==> src/rtl/pwm_ramp_ctrl.sv <==
// PWM generator whose duty slews toward a requested target once per period.
// Define PWM_RAMP_CTRL_RAMP_EN to ramp by step_in; otherwise the target is applied in one jump.
module pwm_ramp_ctrl #(
  parameter int WIDTH = 32
) (
  input  logic             clk_in,
  input  logic             rst_n_in,
  input  logic [WIDTH-1:0] period_in,
  input  logic [WIDTH-1:0] step_in,
  input  logic [WIDTH-1:0] tgt_in,
  input  logic             tgt_valid_in,
  output logic             tgt_ready_out,
  output logic [WIDTH-1:0] dc_out,
  output logic             sig_out,
  output logic             period_start_out,
  output logic             busy_out,
  output logic             done_out
);

  typedef enum logic {IDLE = 1'b0, RAMP = 1'b1} state_t;

  state_t           r_state, w_state_nxt;
  logic [WIDTH-1:0] r_cnt;
  logic [WIDTH-1:0] r_dc, w_dc_nxt;
  logic [WIDTH-1:0] r_tgt_q, w_tgt_nxt;
  logic             r_pstart;
  logic             r_done, w_done_nxt;
  logic             w_wrap;
  logic             w_close;
  logic [WIDTH-1:0] w_ramp_dc;

  // >= rather than == so a period shortened below cnt wraps immediately.
  assign w_wrap = (r_cnt >= period_in);

`ifdef PWM_RAMP_CTRL_RAMP_EN
  logic             w_up;
  logic [WIDTH:0]   w_step, w_diff;

  // One extra bit keeps the distance and step comparison free of wraparound.
  assign w_up      = (r_tgt_q >= r_dc);
  assign w_step    = (step_in == '0) ? (WIDTH+1)'(1) : {1'b0, step_in};
  assign w_diff    = w_up ? ({1'b0, r_tgt_q} - {1'b0, r_dc})
                          : ({1'b0, r_dc} - {1'b0, r_tgt_q});
  assign w_close   = (w_diff <= w_step);
  assign w_ramp_dc = w_up ? (r_dc + w_step[WIDTH-1:0]) : (r_dc - w_step[WIDTH-1:0]);
`else
  logic             w_unused_step;

  assign w_unused_step = ^step_in;
  assign w_close       = 1'b1;
  assign w_ramp_dc     = r_tgt_q;
`endif

  always_comb begin
    // NOTE: every output of this block gets a default first so no path leaves one unassigned (no latch).
    w_state_nxt = r_state;
    w_dc_nxt    = r_dc;
    w_tgt_nxt   = r_tgt_q;
    w_done_nxt  = 1'b0;
    case (r_state)
      IDLE: begin
        if (tgt_valid_in) begin
          w_tgt_nxt   = tgt_in;
          w_state_nxt = RAMP;
        end
      end
      RAMP: begin
        if (w_wrap) begin
          if (w_close) begin
            w_dc_nxt    = r_tgt_q;
            w_state_nxt = IDLE;
            w_done_nxt  = 1'b1;
          end else begin
            w_dc_nxt = w_ramp_dc;
          end
        end
      end
      default: w_state_nxt = IDLE;
    endcase
  end

  // NOTE: sequential state uses non-blocking assignments so all registers update from pre-edge values.
  always_ff @(posedge clk_in or negedge rst_n_in) begin
    if (!rst_n_in) begin
      r_state  <= IDLE;
      r_cnt    <= '0;
      r_dc     <= '0;
      r_tgt_q  <= '0;
      r_pstart <= 1'b0;
      r_done   <= 1'b0;
    end else begin
      r_state  <= w_state_nxt;
      r_cnt    <= w_wrap ? '0 : (r_cnt + WIDTH'(1));
      r_dc     <= w_dc_nxt;
      r_tgt_q  <= w_tgt_nxt;
      r_pstart <= w_wrap;
      r_done   <= w_done_nxt;
    end
  end

  assign tgt_ready_out    = (r_state == IDLE);
  assign busy_out         = (r_state == RAMP);
  assign dc_out           = r_dc;
  assign sig_out          = (r_cnt < r_dc);
  assign period_start_out = r_pstart;
  assign done_out         = r_done;

endmodule

==> config.mk <==
export PLATFORM = sky130hd
export DESIGN_NAME = pwm_ramp_ctrl
export DESIGN_NICKNAME = d
export VERILOG_FILES = /design/src/rtl/pwm_ramp_ctrl.sv
export SDC_FILE = /design/constraint.sdc
export NUM_CORES = 1
export LEC_CHECK = 0
export CORE_MARGIN = 8
export CORE_UTILIZATION = 44
export DETAILED_ROUTE_END_ITERATION = 6
export GPL_TIMING_DRIVEN = 0
export PLACE_DENSITY_LB_ADDON = 0.1
export SKIP_CTS_REPAIR_TIMING = 1
export SLEW_MARGIN = 20
export SYNTH_ARGS = -nofsm -noshare
export SYNTH_HDL_FRONTEND = slang
export SYNTH_SLANG_ARGS = --single-unit
==> constraint.sdc <==
create_clock -name clk_in -period 4.7 [get_ports clk_in]
set_input_delay 0.705 -clock clk_in [delete_from_list [all_inputs] [get_ports clk_in]]
set_output_delay 0.705 -clock clk_in [all_outputs]
set_load 0.005 [all_outputs]
After elaboration in Yosys (flattened, before gate mapping)
Cells that the tools add are included.

word-level totals
  input bits = 99
  word-level logic and storage cells = 18
  register bits after elaboration = 99
  output and inout bits = 37

cells by class
  multiplexer cells = 6
  $add $sub $neg = 1
  bitwise operators = 1
  reductions and logical operators = 2
  magnitude comparators = 2

operators with widths
  cell                   number
  $add 32x1->32 const B  1
  $ge 32x32->1           1
  $lt 32x32->1           1
  $mux 32                1
  $mux 1                 4
  $reduce_and 2->1       2
  $pmux 1 s2             1
  $not 1->1              1

Depth between registers and ports, before layout
  word-level depth = 3
  depth in mapped cells = 10
  gate-level depth less buffers = 8

Worst setup path before layout
OpenSTA, ideal clock, no wires.

  path kind = reg2out
  start = register r_cnt[19]
  end = output port sig_out
  stages on the path, launching flop included = 8
  slack = 2.160 ns
  required time = 3.995 ns
  path buffers = 0
  arrival time = 1.835 ns
  path through = dfrtp_1 ha_1 and3_1 nand3_1 nor3_1 a2111oi_0 o211ai_1 a221oi_1

on the way
  longest elaborated chain between the ends = 1

ends and longest elaborated chain
  element                 line  text
  start, declared         23    logic [WIDTH-1:0] r_cnt;
  start signal, assigned  93    r_cnt <= w_wrap ? '0 : (r_cnt + WIDTH'(1));
  $lt 32x32->1            104   assign sig_out = (r_cnt < r_dc);
  end, declared           14    output logic sig_out,

No other way between the ends.

Worst setup path in the final report
  start = register r_cnt[13]
  end = output port sig_out

The elaborated chain is that of the path after synthesis.

==> impl_metrics.toml <==
[cells_and_area]
final_cell_mix = "clkdlybuf4s50_1 (102), dfrtp_1 (99), inv_1 (69)"
n_fill_cell = 1138
stdcell_count = 811
antenna_cells = 0
nets = 797
seq_area_sq_um = 2480
area_delta_synth_final_pct = 27.3
final_common_cell = "clkdlybuf4s50_1"
layout-drive-gt1-share = 0.158
multiInputGateArea_sq_um = 2900

[floorplanning]
dieArea_sq_um = 16900
io_pins = 136
rows = 41
initial_utilization = 0.452
die_y_um = 130
core_area_sq_um = 12700
fp.dieW_um = 130

[grt]
antenna_found_initial = 0
grt_max_degree = 81
grt_overflow = 0
grt_pass1_wl_um = 20700
grt_use_total = 0.157
grt_pass1_vias = 4105

[run]
cap_violations = 0

[setup_path]
r2r_slack_ns = 2.11
cp_data_required_time_ns = 3.99
r2r_cells = 9
critPathLaunchType = "flop"
rr_endpoint = "dc_out[8]$_DFFE_PN0P_"
critPathMaxFanout = 5
r2r-start = "r_cnt[13]$_DFF_PN0_"
crit_type = "reg2out"
crit_path_end_kind = "output pin"
critPathArrivalTime_ns = 3.02

[clock_tree]
cts_made_buffers = 9
clock_path_buffers = 2
cts_root_buf = "clkbuf_16"
path_clk_slew_ns = 0.07
clock_latency_ns = 0.34
clock_sinks = 99
cts_tree = "built"
htreeDepth = 3

[drt]
ant_nets = 0
via_count = 3915
drt_first_pass_iters = 4
drc = 0
drt-total-wl_um = 12600
avgViaCountPerCell = 4.83
drt_first_iter_violations = 109
detail_route.wl_per_cell_um = 15.5

[placement]
finalWeightedCongestion = 0.827
dpl.cell_count = 795
hpwl_um = 10000
port_buffers = 103

[synth]
synth-seq-cells = 99
yosys.area.top_type_share = 0.433
avgSynthCellArea_sq_um = 11.0
syn_area_sq_um = 5730
syn_inst = 519
synth_edf_count = 0
yosysWarnings = 0
ys_types = 43
ys_top_cells_by_area = "dfrtp_1 (43%), ha_1 (14%), mux2_4 (7.6%)"
ys_seq_area_frac = 0.433
async_flop_share = 1.00
syn-num-nets = 682
synth-main-ff-cell = "dfrtp_1"
yosysTopAreaCell = "dfrtp_1"

[outcome]
status = "complete, no violations"

[sta]
slew_viol_final = 0
clock_skew_ns = 0.00597
relSlewSlack = 0.598
fin_crit_ns = 3.72
tightest_slew_ns = 0.603
rsz0062_at_grt = "false"
setup_violations = 0
finalHoldViolCount = 0
final.period_utilization = 0.792
max_clock_freq_mhz = 268
whs_ns = 0.195

[power_and_ir_drop]
seqPwrFrac = 0.411
combPwrFrac = 0.393
clkPwrFrac = 0.197
internal_power_uw = 2450
switching_power_uw = 1170
peakVddDrop_mv = 0.272
power.share.switching = 0.322
p_leak_uw = 0.00357
powerDensity_nw_per_um2 = 497

[hold_path]
hp-class = "in2async"
==> cell type report <==
cell class,count,area share
clock buffer,10,0.0328
buffer,13,0.0125
sequential,99,0.340
clock inverter,6,0.00670
tap,172,0.0295
inverter,69,0.0355
timing repair buffer,104,0.145
multi-input combinational,338,0.398
==> cells in the mapped netlist (all sizes together) (2+ instances only) <==
| cell type | n |
|---|---|
| a211oi | 4 |
| a21o | 10 |
| a21oi | 18 |
| a221oi | 3 |
| and2 | 3 |
| and3 | 6 |
| and4 | 3 |
| buf | 9 |
| clkbuf | 4 |
| dfrtp | 99 |
| ha | 64 |
| inv | 69 |
| mux2 | 64 |
| nand2 | 28 |
| nand3 | 12 |
| nand4 | 11 |
| nor2 | 47 |
| nor2b | 5 |
| nor3 | 5 |
| o211ai | 2 |
| o21ai | 8 |
| o21bai | 2 |
| or3 | 2 |
| xnor2 | 15 |
| xor2 | 15 |
==> cell families after synthesis <==
logic type / synth area share
buffers and inverters: 0.0612
xor gates and xnor gates: 0.0459
DFF: 0.433
muxes: 0.145
adders and majority gates: 0.140
and+or+nand+nor: 0.115
AOI/OAI and AO/OA: 0.0610
==> per-stage QoR <==
stage	area [sq um]	utilization	worst slack, ns	total power [uW]	setup TNS [ns]
floorplan	5730	-	2.16	2290	0
global placement	6970	0.550	-0.741	2890	-72.41
detailed placement	7000	0.552	1.35	2950	0
CTS	7290	0.575	0.956	3680	0
global route	7290	0.575	0.854	3890	0
finish	7290	0.575	0.975	3620	0
==> per-layer routing <==
metal / vias up / part of all wire / track usage
li1: 1995 / - / -
met1: 1832 / 0.50 / 0.221
met2: 78 / 0.44 / 0.233
met3: 10 / 0.056 / 0.0379
met4: 0 / 0.011 / 0.0492
met5: - / 0 / 0
==> power by group through the flow <==
stage                     Sequential [uW]  Combinational, uW  Clock, uW
after global routing                 1550               1580        762
final                                1490               1420        712
after detailed placement             1510               1440          0
after global placement               1500               1390          0
after CTS                            1490               1450        731
after floorplan                      1410                876          0
==> worst max path at each step <==
stage	startpoint	endpoint	slack, ns	cells after the start
3_3_place_gp	rst_n_in	r_cnt[25]$_DFF_PN0_	-0.74	1
3_5_place_dp	r_cnt[19]$_DFF_PN0_	sig_out	1.35	8
6_report	r_cnt[13]$_DFF_PN0_	sig_out	0.98	8
2_1_floorplan	r_cnt[19]$_DFF_PN0_	sig_out	2.16	7
4_1_cts	r_cnt[19]$_DFF_PN0_	sig_out	0.96	8
5_1_grt	r_cnt[19]$_DFF_PN0_	sig_out	0.85	8
==> critical path: stages (launching register included) <==
cell and delay [ns]:
dfrtp_1 0.48, ha_1 0.34, a21o_1 0.19, nand3_1 0.08, a211oi_1 0.07, a2111oi_0 0.42, o211ai_1 0.19, a221oi_1 0.34
clkdlybuf4s50_1 0.57
==> sequential cells by signal, indices dropped and copies added (netlist names) <==
signal	cells
r_tgt_q	32
done_out	1
busy_out	1
r_cnt	32
dc_out	32
period_start_out	1
No activity file was read; power rests on OpenSTA's default activity.
